$ cat src/rtl/rv32_uart_if.sv
// rv32_uart_if: data-memory bus between the memory stage (master) and the UART responder (slave)
interface rv32_uart_if;
  logic        stall_in;
  logic        sel_in;
  logic        read_in;
  logic        write_in;
  logic [31:0] address_in;
  logic [3:0]  write_mask_in;
  logic [31:0] write_value_in;
  logic [31:0] read_value_out;
  logic        fault_out;
  modport master (
    output stall_in, sel_in, read_in, write_in, address_in, write_mask_in, write_value_in,
    input  read_value_out, fault_out
  );
  modport slave (
    input  stall_in, sel_in, read_in, write_in, address_in, write_mask_in, write_value_in,
    output read_value_out, fault_out
  );
endinterface

$ cat src/rtl/rv32_uart.sv
// rv32_uart: zero-wait-state memory-mapped 8N1 UART with TX FIFO; define UART_RX_EN to build the receiver
module rv32_uart #(
  parameter int          TX_DEPTH  = 8,
  parameter logic [15:0] DIV_RESET = 16'd103
) (
  input  logic       clk,
  input  logic       reset,
  rv32_uart_if.slave bus,
  output logic       tx_out,
  input  logic       rx_in
);
  localparam int AW = $clog2(TX_DEPTH);
  localparam logic [AW:0]   FULL    = TX_DEPTH[AW:0];
  localparam logic [AW:0]   CNT_ONE = 1;
  localparam logic [AW-1:0] PTR_ONE = 1;
  typedef enum logic [1:0] {IDLE, START, DATA, STOP} tx_state_t;
  tx_state_t     tx_state_q, tx_state_d;
  logic [AW-1:0] wr_ptr_q, wr_ptr_d, rd_ptr_q, rd_ptr_d;
  logic [AW:0]   count_q, count_d;
  logic [7:0]    fifo_q [TX_DEPTH];
  logic [7:0]    shift_q, shift_d;
  logic [15:0]   div_q, div_d, baud_q, baud_d;
  logic [2:0]    bit_q, bit_d;
  logic          tx_q, tx_d;
  logic [1:0]    rsel;
  logic [31:0]   rd_value;
  logic          acc, fault, wr_ok, push, pop, empty, tx_full, tx_idle, bit_end, div_wr;
  logic          rx_valid, rx_overrun;
  logic [7:0]    rx_data;
  logic          unused;
  assign rsel    = bus.address_in[3:2];
  assign acc     = bus.sel_in && (bus.read_in || bus.write_in);
  assign empty   = count_q == '0;
  assign tx_full = count_q == FULL;
  assign tx_idle = tx_state_q == IDLE && empty;
  assign bit_end = baud_q == 16'd0;
  assign fault   = acc && (bus.address_in[1:0] != 2'd0 || rsel == 2'd3 ||
                   (bus.write_in && rsel == 2'd0 && bus.write_mask_in[0] && tx_full));
  assign wr_ok   = acc && !fault && !bus.stall_in && bus.write_in;
  assign push    = wr_ok && rsel == 2'd0 && bus.write_mask_in[0];
  assign div_wr  = wr_ok && rsel == 2'd2;
  assign rd_value = rsel == 2'd0 ? {23'd0, rx_valid, rx_data} :
                    rsel == 2'd1 ? {28'd0, rx_overrun, rx_valid, tx_full, tx_idle} : {16'd0, div_q};
  assign bus.read_value_out = bus.sel_in && bus.read_in && !fault ? rd_value : 32'd0;
  assign bus.fault_out = fault;
  assign tx_out = tx_q;
  always_comb begin
    wr_ptr_d = push ? wr_ptr_q + PTR_ONE : wr_ptr_q;
    rd_ptr_d = pop ? rd_ptr_q + PTR_ONE : rd_ptr_q;
    count_d  = push && !pop ? count_q + CNT_ONE : pop && !push ? count_q - CNT_ONE : count_q;
    div_d    = {div_wr && bus.write_mask_in[1] ? bus.write_value_in[15:8] : div_q[15:8],
                div_wr && bus.write_mask_in[0] ? bus.write_value_in[7:0] : div_q[7:0]};
  end
  // tx_q lags the FSM by one edge, so a push at edge N drives the start bit from N+2
  always_comb begin
    tx_state_d = tx_state_q;
    shift_d    = shift_q;
    bit_d      = bit_q;
    baud_d     = tx_state_q == IDLE || bit_end ? div_q : baud_q - 16'd1;
    pop        = 1'b0;
    if (tx_state_q == IDLE || (tx_state_q == STOP && bit_end)) begin
      tx_state_d = empty ? IDLE : START;
      pop        = !empty;
      shift_d    = empty ? shift_q : fifo_q[rd_ptr_q];
    end else if (bit_end && tx_state_q == START) tx_state_d = DATA;
    else if (bit_end && tx_state_q == DATA) begin
      shift_d    = {1'b0, shift_q[7:1]};
      bit_d      = bit_q + 3'd1;
      tx_state_d = bit_q == 3'd7 ? STOP : DATA;
    end
    tx_d = tx_state_q == START ? 1'b0 : tx_state_q == DATA ? shift_q[0] : 1'b1;
  end
  always_ff @(posedge clk) if (push) fifo_q[wr_ptr_q] <= bus.write_value_in[7:0];
  always_ff @(posedge clk) begin
    if (!reset) begin
      tx_state_q <= IDLE;
      wr_ptr_q   <= '0;
      rd_ptr_q   <= '0;
      count_q    <= '0;
      shift_q    <= '0;
      div_q      <= DIV_RESET;
      baud_q     <= '0;
      bit_q      <= '0;
      tx_q       <= 1'b1;
    end else begin
      tx_state_q <= tx_state_d;
      wr_ptr_q   <= wr_ptr_d;
      rd_ptr_q   <= rd_ptr_d;
      count_q    <= count_d;
      shift_q    <= shift_d;
      div_q      <= div_d;
      baud_q     <= baud_d;
      bit_q      <= bit_d;
      tx_q       <= tx_d;
    end
  end
`ifdef UART_RX_EN
  typedef enum logic [1:0] {R_IDLE, R_START, R_DATA, R_STOP} rx_state_t;
  rx_state_t   rx_state_q, rx_state_d;
  logic [2:0]  rx_sync_q, rx_sync_d;
  logic [15:0] rx_cnt_q, rx_cnt_d;
  logic [2:0]  rx_bit_q, rx_bit_d;
  logic [7:0]  rx_shift_q, rx_shift_d, rx_data_q, rx_data_d;
  logic        rx_valid_q, rx_valid_d, rx_overrun_q, rx_overrun_d, rx_done, clr_valid, clr_over, keep;
  assign clr_valid = wr_ok && rsel == 2'd1 && bus.write_mask_in[0] && bus.write_value_in[2];
  assign clr_over  = wr_ok && rsel == 2'd1 && bus.write_mask_in[0] && bus.write_value_in[3];
  assign keep      = rx_valid_q && !clr_valid;
  // rx_sync_q[1] is the synchronised line, rx_sync_q[2] its previous value for edge detection
  always_comb begin
    rx_sync_d  = {rx_sync_q[1:0], rx_in};
    rx_state_d = rx_state_q;
    rx_cnt_d   = rx_cnt_q - 16'd1;
    rx_bit_d   = rx_bit_q;
    rx_shift_d = rx_shift_q;
    rx_done    = 1'b0;
    if (rx_state_q == R_IDLE) begin
      rx_state_d = rx_sync_q[2] && !rx_sync_q[1] ? R_START : R_IDLE;
      rx_cnt_d   = div_q == 16'd0 ? 16'd0 : (div_q - 16'd1) >> 1;
    end else if (rx_cnt_q == 16'd0) begin
      rx_cnt_d = div_q;
      if (rx_state_q == R_START) rx_state_d = rx_sync_q[1] ? R_IDLE : R_DATA;
      else if (rx_state_q == R_DATA) begin
        rx_shift_d = {rx_sync_q[1], rx_shift_q[7:1]};
        rx_bit_d   = rx_bit_q + 3'd1;
        rx_state_d = rx_bit_q == 3'd7 ? R_STOP : R_DATA;
      end else begin
        rx_state_d = R_IDLE;
        rx_done    = rx_sync_q[1];
      end
    end
    rx_valid_d   = keep || rx_done;
    rx_overrun_d = (rx_overrun_q && !clr_over) || (rx_done && keep);
    rx_data_d    = rx_done && !keep ? rx_shift_q : rx_data_q;
  end
  always_ff @(posedge clk) begin
    if (!reset) begin
      rx_state_q   <= R_IDLE;
      rx_sync_q    <= '1;
      rx_cnt_q     <= '0;
      rx_bit_q     <= '0;
      rx_shift_q   <= '0;
      rx_data_q    <= '0;
      rx_valid_q   <= 1'b0;
      rx_overrun_q <= 1'b0;
    end else begin
      rx_state_q   <= rx_state_d;
      rx_sync_q    <= rx_sync_d;
      rx_cnt_q     <= rx_cnt_d;
      rx_bit_q     <= rx_bit_d;
      rx_shift_q   <= rx_shift_d;
      rx_data_q    <= rx_data_d;
      rx_valid_q   <= rx_valid_d;
      rx_overrun_q <= rx_overrun_d;
    end
  end
  assign rx_valid   = rx_valid_q;
  assign rx_overrun = rx_overrun_q;
  assign rx_data    = rx_data_q;
  assign unused = ^{bus.address_in[31:4], bus.write_mask_in[3:2], bus.write_value_in[31:16]};
`else
  assign rx_valid   = 1'b0;
  assign rx_overrun = 1'b0;
  assign rx_data    = 8'd0;
  assign unused = ^{rx_in, bus.address_in[31:4], bus.write_mask_in[3:2], bus.write_value_in[31:16]};
`endif
endmodule
$ cat src/flat_wrapper.sv
// flat-port wrapper written by rule: the top's interface ports become plain ports
module rv32_uart_flat 
#(
  parameter int          TX_DEPTH  = 8,
  parameter logic [15:0] DIV_RESET = 16'd103
)
  (clk, reset, tx_out, rx_in, bus_stall_in, bus_sel_in, bus_read_in, bus_write_in, bus_address_in, bus_write_mask_in, bus_write_value_in, bus_read_value_out, bus_fault_out);
  rv32_uart_if bus_i ();
  input  logic clk;
  input  logic reset;
  output logic tx_out;
  input  logic rx_in;
  input wire logic [$bits(bus_i.stall_in)-1:0] bus_stall_in;
  input wire logic [$bits(bus_i.sel_in)-1:0] bus_sel_in;
  input wire logic [$bits(bus_i.read_in)-1:0] bus_read_in;
  input wire logic [$bits(bus_i.write_in)-1:0] bus_write_in;
  input wire logic [$bits(bus_i.address_in)-1:0] bus_address_in;
  input wire logic [$bits(bus_i.write_mask_in)-1:0] bus_write_mask_in;
  input wire logic [$bits(bus_i.write_value_in)-1:0] bus_write_value_in;
  output wire logic [$bits(bus_i.read_value_out)-1:0] bus_read_value_out;
  output wire logic [$bits(bus_i.fault_out)-1:0] bus_fault_out;
  assign bus_i.stall_in = bus_stall_in;
  assign bus_i.sel_in = bus_sel_in;
  assign bus_i.read_in = bus_read_in;
  assign bus_i.write_in = bus_write_in;
  assign bus_i.address_in = bus_address_in;
  assign bus_i.write_mask_in = bus_write_mask_in;
  assign bus_i.write_value_in = bus_write_value_in;
  assign bus_read_value_out = bus_i.read_value_out;
  assign bus_fault_out = bus_i.fault_out;
  rv32_uart #(.TX_DEPTH(TX_DEPTH), .DIV_RESET(DIV_RESET)) u_core (.clk(clk), .reset(reset), .bus(bus_i), .tx_out(tx_out), .rx_in(rx_in));
endmodule
$ cat config.mk
export PLATFORM = sky130hd
export DESIGN_NAME = rv32_uart_flat
export DESIGN_NICKNAME = d
export VERILOG_FILES = /design/src/rtl/rv32_uart_if.sv /design/src/rtl/rv32_uart.sv /design/src/flat_wrapper.sv
export SDC_FILE = /design/constraint.sdc
export NUM_CORES = 1
export LEC_CHECK = 0
export ABC_AREA = 1
export ABC_CLOCK_PERIOD_IN_PS = 2760
export CORE_MARGIN = 2
export CORE_UTILIZATION = 45
export CTS_CLUSTER_SIZE = 25
export DETAILED_ROUTE_END_ITERATION = 8
export HOLD_SLACK_MARGIN = 0.12
export PLACE_DENSITY = 0.71
export RECOVER_POWER = 25
export SETUP_SLACK_MARGIN = 0.3
export SLEW_MARGIN = 5
export SYNTH_ARGS = -nofsm -noshare
export SYNTH_HDL_FRONTEND = slang
export SYNTH_SLANG_ARGS = --single-unit
export TNS_END_PERCENT = 10
$ cat constraint.sdc
create_clock -name clk -period 2.76 [get_ports clk]
set_input_delay 0.552 -clock clk [delete_from_list [all_inputs] [get_ports clk]]
set_output_delay 0.552 -clock clk [all_outputs]
set_load 0.005 [all_outputs]
==> reports/qor.csv, run 1 <==
stage,metric,value,unit
synthesis,simple-gate share of the synthesized area,0.276,
worst_hold_path,Hold Path Depth,1,
synthesis,most frequent cells after synthesis,"nand2_1 (177), nor2_1 (90), nand3_1 (77), inv_1 (68), edfxtp_1 (64)",
layout,diode count,0,
synthesis,Synth Area in Adders,0.0208,
synthesis,largest family of logic cells by synthesized area,simple AND/OR/NAND/NOR gates,
clock_network,Num Clock Sinks,123,
synthesis,Syn Area/Cell,8.25,sq um
power,share of total power in the clock network,0.354,
floorplanning,Die Height,117,microns
worst_hold_path,class of the worst hold path,flip-flop to flip-flop,
floorplanning,I/O Pins,109,
clock_network,cts bufs inserted,17,
critical_path,Worst Setup Path Type,input port to primary output,
layout,Filler cells,1064,
placed_design,Final Wtd Congestion,0.813,
power,Pwr Density,902,nW/um^2
synthesis,"Primary FF master, synth",edfxtp_1,
power,combinational fraction of design power,0.297,
timing,worst-margin pin slew,0.701,ns
synthesis,Post-synth EDFFs,64,
clock_network,hold buffer count at CTS,0,
power,Pleak,3.16,nW
synthesis,Mapped Area,5760,sq um
route,# DRC,0,
clock_network,clock latency on the worst-skew pair,0.42,ns
critical_path,CP endpoint kind,primary output,
floorplanning,Initial Util,0.458,
synthesis,sequential area share after synthesis,0.539,
placed_design,HPWL Detailed,8.84,mm
synthesis,complex-gate fraction of the synthesized area,0.0573,
worst_hold_path,endpoint of the worst hold path,u_core.baud_q[0],
placed_design,I/O Buffers,45,
layout,share of cells above drive strength 1,0.147,
route,wire per inst,13.9,microns
floorplanning,die area,13700,sq um
power,Psw,2.25,mW
critical_path,crit start category,input port,
global_route,Tot GR Track Use,0.205,
timing,Slew headroom,0.531,
timing,Max Clock Freq,409,MHz
synthesis,Yosys cell types,31,
job,number of max-cap violations,0,
global_route,first-pass GRT wire length,21.2,mm
route,Iteration-0 DRC Markers,291,
synthesis,Yosys warnings,0,
timing,count of final max-slew check failures,0,
synthesis,Synth area leader,edfxtp_1,
timing,Tmin final,2.44,ns
layout,# nets final,854,
layout,Finished Core Util,0.572,
timing,setup_tns,0,ns
critical_path,worst reg2reg path endpoint,u_core.count_q[3],
timing,"Hold Vio Cnt, Final",0,
timing,Setup Viol. Count Final,0,
critical_path,required time of the worst setup path,2.21,ns
critical_path,R2R cell count,16,
global_route,antenna violations before repair,0,
synthesis,Yosys top cell area share,0.334,
global_route,vias in the first global route,4468,
timing,Worst Clk Skew,0.00728,ns
floorplanning,Die Span X,117,microns
critical_path,Worst R2R Start,u_core.baud_q[0],
synthesis,cell with the most instances after synthesis,nand2_1,
synthesis,xor and xnor area share after synthesis,0.0167,
layout,Seq. cell area,3110,sq um
synthesis,proportion of synthesized area in mux cells,0,
layout,area of the multi-input gates,2300,sq um
layout,Area Growth Syn to Fin,24.8,%
floorplanning,Cell Rows,41,
global_route,largest net degree at the start of global routing,33,
route,Pre-antenna DRT Iters,5,
global_route,grt total ovfl,0,
synthesis,synthesized flop and latch total,123,
timing,RSZ-0062 raised after global routing,true,
clock_network,Clock Tree Buf Depth,2,
power,switch share,0.347,
synthesis,Syn Inst Count,698,
route,drt total wl,13.3,mm
critical_path,register-to-register setup slack,0.39,ns
power,cell-internal power,4.23,mW
clock_network,clk root buf,clkbuf_16,
clock_network,H-Tree Depth,4,
synthesis,top cells by area in the synthesized netlist,"edfxtp_1 (33%), dfxtp_1 (20%), nand2_1 (12%)",
clock_network,CTS tree,done,
synthesis,ys async rst share,0,
critical_path,CP Max Fanout,6,
critical_path,Critical Path AT,1.89,ns
power,"IR drop worst, VDD",0.000557,V
worst_hold_path,hold path startpoint,u_core.baud_q[0],
route,routed vias,4759,
floorplanning,Core Area,12600,sq um
timing,fin crit share,0.885,
route,DRT antenna net count,0,
power,Flop pwr share,0.348,
status,outcome,completed,
route,via/cell ratio,4.98,
clock_network,"CTS clk-pin slew, worst paths",0.05,ns
-- cell type report --
cell class / count / area share
clock buffers: 17 / 0.0592
clock inverters: 15 / 0.0263
inverters: 71 / 0.0374
multi-input cells: 476 / 0.319
flip-flops and latches: 123 / 0.432
well taps: 172 / 0.0299
repair buffers: 81 / 0.0959
-- state kept, by name, summed over array words and instances (netlist names), named ones only --
name	count
u_core.baud_q	16
u_core.bit_q	3
u_core.count_q	4
u_core.div_q	16
u_core.fifo_q	64
u_core.rd_ptr_q	3
u_core.shift_q	8
u_core.tx_out	1
u_core.tx_state_q	2
u_core.wr_ptr_q	3
-- worst max-delay path by stage --
stage,startpoint,endpoint,slack [ns],depth (start not counted)
global placement,bus_address_in[3],bus_read_value_out[15],-0.19,8
detailed placement,bus_address_in[3],u_core.count_q[3],-0.23,16
CTS,bus_write_in,bus_fault_out,0.05,7
finish,bus_address_in[2],bus_read_value_out[11],0.32,9
global route,bus_read_in,u_core.count_q[3],0.16,14
floorplan,u_core.baud_q[0],u_core.count_q[3],0.31,18
-- metrics by stage --
step | power, mW | setup WS [ns] | cell area [sq um] | hold WS (ns) | cells
finish | 6.48 | 0.317 | 7190 | 0.445 | 955
global route | 6.87 | 0.157 | 7190 | 0.455 | 955
CTS | 6.45 | 0.0457 | 7130 | 0.438 | 954
detailed placement | 4.13 | -0.227 | 6480 | 0.431 | 919
global placement | 4.05 | -0.194 | 6480 | 0.417 | 919
floorplan | 3.69 | 0.309 | 5830 | 0.406 | 713
-- routing by layer --
metal,global-route usage,up-vias,share of wire
met4,0.0855,0,0.019
met2,0.336,145,0.48
met5,0,-,0
li1,-,2384,-
met3,0.0510,24,0.059
met1,0.259,2206,0.44
-- power by group through the flow --
| stage | clock network (mW) | registers [mW] | logic (mW) |
|---|---|---|---|
| after floorplan | 0 | 2.24 | 1.44 |
| after global placement | 0 | 2.26 | 1.79 |
| after detailed placement | 0 | 2.28 | 1.85 |
| after CTS | 2.32 | 2.24 | 1.88 |
| after global routing | 2.40 | 2.28 | 2.19 |
| final | 2.30 | 2.26 | 1.93 |
-- timing repair --
| item | CTS | global route |
|---|---|---|
| gates resized for setup | 23 | 64 |
| gates cloned | 1 | 0 |
| pin swaps | 2 | 7 |
| setup buffers | 2 | 1 |
| setup endpoints to repair | 18 | 20 |
-- critical path, cell delays in order --
cell	delay, ns
dlygate4sd2_1	0.28
nand2_1	0.09
nand3_2	0.10
a21oi_4	0.17
nand3_4	0.14
buf_6	0.14
buf_6	0.12
nor2_1	0.08
clkdlybuf4s15_1	0.21
-- cell usage in the layout (no fill, tap or decap), types with 4 or more instances in the layout --
cell type | netlist | final
inv_1 | 68 | 65
conb_1 | 1 | 16
xor2_1 | 7 | 7
buf_2 | 8 | 8
nand3_1 | 77 | 75
dfxtp_1 | 59 | 57
edfxtp_1 | 64 | 64
xnor2_1 | 4 | 4
clkbuf_2 | 0 | 4
buf_4 | 18 | 32
clkdlybuf4s50_1 | 0 | 15
nand2_2 | 3 | 4
inv_6 | 0 | 4
clkbuf_16 | 0 | 17
o21ai_0 | 34 | 33
inv_2 | 3 | 5
ha_1 | 8 | 5
dlymetal6s2s_1 | 0 | 7
nor2_2 | 7 | 11
buf_6 | 2 | 4
nor2_1 | 90 | 86
nor3_1 | 12 | 11
nand2_1 | 177 | 175
dlygate4sd3_1 | 0 | 7
a21oi_1 | 28 | 25
-- kinds of logic (layout without fill, tap and decap cells) --
family	Yosys count	in the layout
other cells	1	16
flops	123	123
compound gates	65	65
fa+ha+maj	9	9
buf+inv	114	184
xor+xnor	11	11
simple gates	375	375
No activity file was read; power rests on OpenSTA's default activity.
==> run 2, diff against run 1 <==
--- a/config.mk
+++ b/config.mk
@@ -12,7 +12,7 @@
 export CTS_CLUSTER_SIZE = 25
 export DETAILED_ROUTE_END_ITERATION = 8
 export HOLD_SLACK_MARGIN = 0.12
-export PLACE_DENSITY = 0.71
+export PLACE_DENSITY = 0.78
 export RECOVER_POWER = 25
 export SETUP_SLACK_MARGIN = 0.3
 export SLEW_MARGIN = 5
==> constraint.sdc (replaced) <==
create_clock -name clk -period 2.76 [get_ports clk]
set_input_delay 0.552 -clock clk [delete_from_list [all_inputs] [get_ports clk]]
set_output_delay 0.552 -clock clk [all_outputs]
set_load 0.01 [all_outputs]
==> run 2 against run 1 <==
Utilization fell by 0.12 points. Critical path depth shrank 1. Worst setup slack got worse by 0.11 ns. Power up 0.15%. Clock power is 2% higher. Largest cell class unchanged. Combinational power shrank 2%.
==> reports/qor.csv, run 2 (synthesis gave the netlist of run 1 again) <==
stage,metric,value,unit
status,outcome,completed,
placed_design,I/O Buffers,45,
layout,Area Growth Syn to Fin,24.6,%
clock_network,CTS tree,done,
placed_design,Final Wtd Congestion,0.898,
floorplanning,Die Height,117,microns
clock_network,Clock Tree Buf Depth,2,
global_route,grt total ovfl,0,
clock_network,H-Tree Depth,4,
route,DRT antenna net count,0,
critical_path,crit start category,input port,
route,via/cell ratio,4.95,
worst_hold_path,hold path startpoint,u_core.baud_q[0],
floorplanning,die area,13700,sq um
power,Pwr Density,905,nW/um^2
timing,RSZ-0062 raised after global routing,true,
timing,Tmin final,2.56,ns
layout,"commonest non-fill, non-tap cell in the layout",nand2_1,
route,routed vias,4714,
power,"IR drop worst, VDD",0.000524,V
route,wire per inst,13.3,microns
layout,Largest register FFs,64,
layout,register name with the most flops,u_core.fifo_q,
route,Iteration-0 DRC Markers,360,
placed_design,DP Area,6490,sq um
route,Pre-antenna DRT Iters,5,
critical_path,required time of the worst setup path,2.21,ns
timing,Max Clock Freq,391,MHz
global_route,first-pass GRT wire length,20.3,mm
floorplanning,I/O Pins,109,
layout,design area,7180,sq um
critical_path,Worst R2R Start,u_core.baud_q[0],
layout,most frequent cells in the layout,"nand2_1 (176), nor2_1 (88), nand3_1 (75)",
clock_network,hold buffer count at CTS,0,
timing,setup_tns,0,ns
critical_path,CP peak stage delay,0.40,ns
worst_hold_path,class of the worst hold path,flip-flop to flip-flop,
global_route,largest net degree at the start of global routing,52,
global_route,Tot GR Track Use,0.196,
critical_path,CP most frequent cell,nand3_2,
layout,top flop regs,"u_core.fifo_q (64), u_core.baud_q (16), u_core.div_q (16)",
critical_path,register-to-register setup slack,0.27,ns
clock_network,Num Clock Sinks,123,
critical_path,Worst path top cell family by delay,buffers and inverters,
route,# DRC,0,
timing,Worst Clk Skew,0.00592,ns
critical_path,CP endpoint kind,primary output,
critical_path,Worst Setup Path Type,input port to primary output,
timing,Slew headroom,0.599,
floorplanning,Core Area,12600,sq um
timing,worst-margin pin slew,0.601,ns
route,drt total wl,12.6,mm
critical_path,Critical Path AT,2.00,ns
worst_hold_path,endpoint of the worst hold path,u_core.baud_q[0],
layout,share of cells above drive strength 1,0.121,
layout,diode count,0,
critical_path,worst reg2reg path endpoint,u_core.count_q[3],
timing,Setup Viol. Count Final,0,
layout,Non-Filler Instances,952,
critical_path,Bufs and invs on worst path,4,
worst_hold_path,Hold Path Depth,1,
critical_path,CP Max Fanout,7,
global_route,vias in the first global route,4377,
placed_design,# placed instances,918,
power,Pleak,3.14,nW
critical_path,R2R cell count,16,
timing,count of final max-slew check failures,0,
critical_path,critical path cell sequence,clkdlybuf4s50_1 > inv_1 > nand3_2 > a21oi_2 > nand3_2 > buf_6 > nor3_1 > dlygate4sd2_1,
floorplanning,Die Span X,117,microns
global_route,antenna violations before repair,0,
floorplanning,Cell Rows,41,
clock_network,cts bufs inserted,17,
clock_network,"CTS clk-pin slew, worst paths",0.05,ns
critical_path,slowest library cell on the worst path,clkdlybuf4s50_1,
timing,"Hold Vio Cnt, Final",0,
placed_design,HPWL Detailed,8.09,mm
clock_network,clk root buf,clkbuf_16,
layout,# nets final,851,
timing,fin crit share,0.926,
clock_network,clock latency on the worst-skew pair,0.42,ns
job,number of max-cap violations,0,
floorplanning,Initial Util,0.458,
==> run 2: per-stage QoR <==
step	util	total power [mW]	hold slack, ns	setup slack, ns
2_1_floorplan	-	3.69	0.406	0.309
3_3_place_gp	0.516	4.06	0.418	-0.250
3_5_place_dp	0.516	4.11	0.420	-0.237
4_1_cts	0.566	6.49	0.428	0.0703
5_1_grt	0.571	6.88	0.458	0.00913
6_report	0.571	6.49	0.427	0.203
==> run 2: per-layer routing <==
metal | GRT usage | up-vias | wire, microns
met5 | 0 | - | 0
met4 | 0.111 | 0 | 285
met3 | 0.0469 | 24 | 785
met2 | 0.315 | 159 | 6120
met1 | 0.243 | 2165 | 5450
li1 | - | 2366 | -
==> run 2: final cells by class <==
class / instances / area (sq um)
timing repair buffer: 78 / 706
tap: 172 / 215
multi-input combinational: 476 / 2250
clock inverter: 12 / 188
inverter: 71 / 267
clock buffer: 20 / 447
sequential: 123 / 3110
fill: 1053 / 5390
==> run 2: worst max path at each step <==
stage	end	start	slack [ns]	cells after the start
2_1_floorplan	u_core.count_q[3]	u_core.baud_q[0]	0.31	18
3_3_place_gp	bus_read_value_out[4]	bus_address_in[3]	-0.25	8
3_5_place_dp	bus_read_value_out[7]	bus_address_in[3]	-0.24	8
4_1_cts	bus_fault_out	bus_write_in	0.07	7
5_1_grt	u_core.count_q[3]	u_core.baud_q[0]	0.009	16
6_report	bus_read_value_out[4]	bus_address_in[1]	0.20	8
==> run 2: repair_timing <==
item | CTS | global route
resized for setup | 19 | 31
pin swaps | 0 | 3
buffers inserted | 0 | 2
endpoints found under the setup margin | 18 | 44
==> run 2: worst register-to-register path, cell delays in order (launching register included) <==
cell	delay (ns)
dfxtp_1	0.31
inv_1	0.12
ha_4	0.17
nand2_2	0.09
nor2_2	0.15
nand2_1	0.10
nand2_4	0.14
nand3_4	0.10
ha_1	0.22
inv_2	0.08
ha_1	0.25
a21oi_1	0.13
nand2_1	0.07
a21oi_1	0.11
o21ai_0	0.12
o21ai_1	0.15
a21oi_1	0.05
==> run 2: power breakdown <==
| group | switching [mW] | internal (mW) | leakage [nW] |
|---|---|---|---|
| Clock | 0.807 | 1.55 | 0.302 |
| Combinational | 1.23 | 0.659 | 1.78 |
| Sequential | 0.135 | 2.12 | 1.06 |
==> run 3, diff against run 2 <==
--- a/config.mk
+++ b/config.mk
@@ -19,4 +19,4 @@
 export SYNTH_ARGS = -nofsm -noshare
 export SYNTH_HDL_FRONTEND = slang
 export SYNTH_SLANG_ARGS = --single-unit
-export TNS_END_PERCENT = 10
+export TNS_END_PERCENT = 5
==> run 3 against run 2 <==
Clock-buffer cell count stayed put. Power hardly changed. Register-to-register slack hardly changed. Global-route usage stayed put. Utilization is 0.060 points higher. Non-clock buffer count stayed put. Via count is 0.19% lower. Die area stayed put. Cell count stayed put. Flip-flop and latch count stayed put. Combinational power hardly changed.
==> reports/qor.csv, run 3 (synthesis gave the netlist of run 1 again) <==
stage,metric,value,unit
status,outcome,completed,
layout,Non-Filler Instances,952,
layout,share of cells above drive strength 1,0.117,
timing,count of final max-slew check failures,0,
clock_network,H-Tree Depth,4,
floorplanning,Initial Util,0.458,
critical_path,Worst path top cell family by delay,buffers and inverters,
route,met1 WL,5.45,mm
layout,"commonest non-fill, non-tap cell in the layout",nand2_1,
placed_design,HPWL Detailed,8.09,mm
layout,design area,7180,sq um
timing,fin crit share,0.926,
worst_hold_path,hold path startpoint,u_core.baud_q[0],
timing,Setup Viol. Count Final,0,
power,Pwr Density,904,nW/um^2
route,drt total wl,12.6,mm
floorplanning,Cell Rows,41,
worst_hold_path,class of the worst hold path,flip-flop to flip-flop,
global_route,antenna violations before repair,0,
global_route,largest net degree at the start of global routing,52,
timing,Slew headroom,0.598,
layout,diode count,0,
power,Pleak,3.14,nW
timing,"Hold Vio Cnt, Final",0,
power,Psw,2.17,mW
timing,RSZ-0062 raised after global routing,true,
power,share of total power in the clock network,0.362,
layout,# nets final,851,
floorplanning,Core Area,12600,sq um
timing,Max Clock Freq,391,MHz
floorplanning,Die Span X,117,microns
layout,most frequent cells in the layout,"nand2_1 (176), nor2_1 (89), nand3_1 (75)",
placed_design,Final Wtd Congestion,0.898,
critical_path,CP peak stage delay,0.40,ns
route,Iteration-0 DRC Markers,361,
power,cell-internal power,4.32,mW
route,via/cell ratio,4.94,
critical_path,CP endpoint kind,primary output,
global_route,first-pass GRT wire length,20.3,mm
layout,Finished Core Util,0.572,
timing,final worst slack,0.203,ns
layout,area of the multi-input gates,2250,sq um
placed_design,dpl ws,-0.237,ns
critical_path,worst reg2reg path endpoint,u_core.count_q[3],
global_route,Tot GR Track Use,0.196,
global_route,grt total ovfl,0,
critical_path,Bufs and invs on worst path,4,
route,Pre-antenna DRT Iters,5,
layout,register name with the most flops,u_core.fifo_q,
clock_network,cts bufs inserted,17,
clock_network,"CTS clk-pin slew, worst paths",0.05,ns
clock_network,clk root buf,clkbuf_16,
route,wire per inst,13.2,microns
power,switch share,0.334,
worst_hold_path,endpoint of the worst hold path,u_core.baud_q[0],
critical_path,slowest library cell on the worst path,clkdlybuf4s50_1,
power,"IR drop worst, VDD",0.000522,V
critical_path,required time of the worst setup path,2.21,ns
critical_path,Worst Setup Path Type,input port to primary output,
timing,worst-margin pin slew,0.602,ns
worst_hold_path,Hold Path Depth,1,
layout,Area Growth Syn to Fin,24.7,%
clock_network,clock latency on the worst-skew pair,0.42,ns
timing,Tmin final,2.56,ns
layout,Filler cells,1052,
placed_design,# placed instances,918,
route,DRT antenna net count,0,
route,# DRC,0,
layout,top flop regs,"u_core.fifo_q (64), u_core.baud_q (16), u_core.div_q (16)",
floorplanning,die area,13700,sq um
layout,Seq. cell area,3110,sq um
critical_path,crit start category,input port,
timing,WHS,0.427,ns
route,met3 WL,750,microns
critical_path,Critical Path AT,2.00,ns
placed_design,DP Area,6490,sq um
timing,Worst Clk Skew,0.00655,ns
floorplanning,Die Height,117,microns
power,Flop pwr share,0.347,
placed_design,I/O Buffers,45,
critical_path,R2R cell count,16,
job,number of max-cap violations,0,
critical_path,critical path cell sequence,clkdlybuf4s50_1 > inv_1 > nand3_2 > a21oi_2 > nand3_2 > buf_6 > nor3_1 > dlygate4sd2_1,
clock_network,CTS tree,done,
clock_network,Num Clock Sinks,123,
route,routed vias,4705,
critical_path,CP Max Fanout,7,
critical_path,CP most frequent cell,nand3_2,
route,top layer in use,met4,
power,combinational fraction of design power,0.291,
global_route,vias in the first global route,4377,
route,met2 WL,6.08,mm
layout,Largest register FFs,64,
critical_path,register-to-register setup slack,0.27,ns
clock_network,Clock Tree Buf Depth,2,
floorplanning,I/O Pins,109,
critical_path,Worst R2R Start,u_core.baud_q[0],
-- run 3: changes by cell type in the layout (fill, tap and decap cells not counted), sizes merged --
cell           before  now
buf                36   34
clkdlybuf4s15       5    7
-- run 3: layout make-up --
type	instances	share of cell area
well taps	172	0.0300
flip-flops and latches	123	0.432
clock inverters	12	0.0261
multi-input cells	476	0.313
clock buffers	20	0.0622
inverters	71	0.0371
repair buffers	78	0.0996
-- run 3: what timing repair did --
action,CTS,global route
hold buffers,0,0
pin swaps,0,3
setup endpoints to repair,18,44
gates cloned,0,0
gates resized for setup,19,26
buffers inserted,0,2
-- run 3: metal layers --
layer,GRT usage,vias up
met5,0,-
met4,0.111,0
met3,0.0469,26
met2,0.315,155
met1,0.243,2155
li1,-,2369
-- run 3: power by group through the flow --
stage | Sequential [mW] | Clock (mW) | Combinational [mW]
floorplan | 2.24 | 0 | 1.45
global placement | 2.27 | 0 | 1.79
detailed placement | 2.28 | 0 | 1.83
CTS | 2.25 | 2.37 | 1.87
global route | 2.27 | 2.45 | 2.16
finish | 2.25 | 2.35 | 1.89
-- run 3: worst max-delay path by stage --
stage / startpoint / endpoint / slack [ns] / cells after the start
6_report: bus_address_in[1] / bus_read_value_out[4] / 0.20 / 8
5_1_grt: u_core.baud_q[0] / u_core.count_q[3] / 0.009 / 16
4_1_cts: bus_write_in / bus_fault_out / 0.07 / 7
3_5_place_dp: bus_address_in[3] / bus_read_value_out[7] / -0.24 / 8
3_3_place_gp: bus_address_in[3] / bus_read_value_out[4] / -0.25 / 8
2_1_floorplan: u_core.baud_q[0] / u_core.count_q[3] / 0.31 / 18
-- run 3: per-stage QoR --
step / TNS [ns] / power, mW
after CTS: 0 / 6.49
after floorplan: 0 / 3.69
after detailed placement: -3.15 / 4.11
final: 0 / 6.49
after global placement: -3.41 / 4.06
after global routing: 0 / 6.88
-- run 3: worst register-to-register path: stages (launching register included) --
cell and delay (ns):
dfxtp_1 0.30, inv_1 0.12, ha_4 0.17, nand2_2 0.09
nor2_2 0.15, nand2_1 0.10, nand2_4 0.14, nand3_4 0.10
ha_1 0.22, inv_2 0.08, ha_1 0.25, a21oi_1 0.13
nand2_1 0.07, a21oi_1 0.11, o21ai_0 0.12, o21ai_1 0.15
a21oi_1 0.05
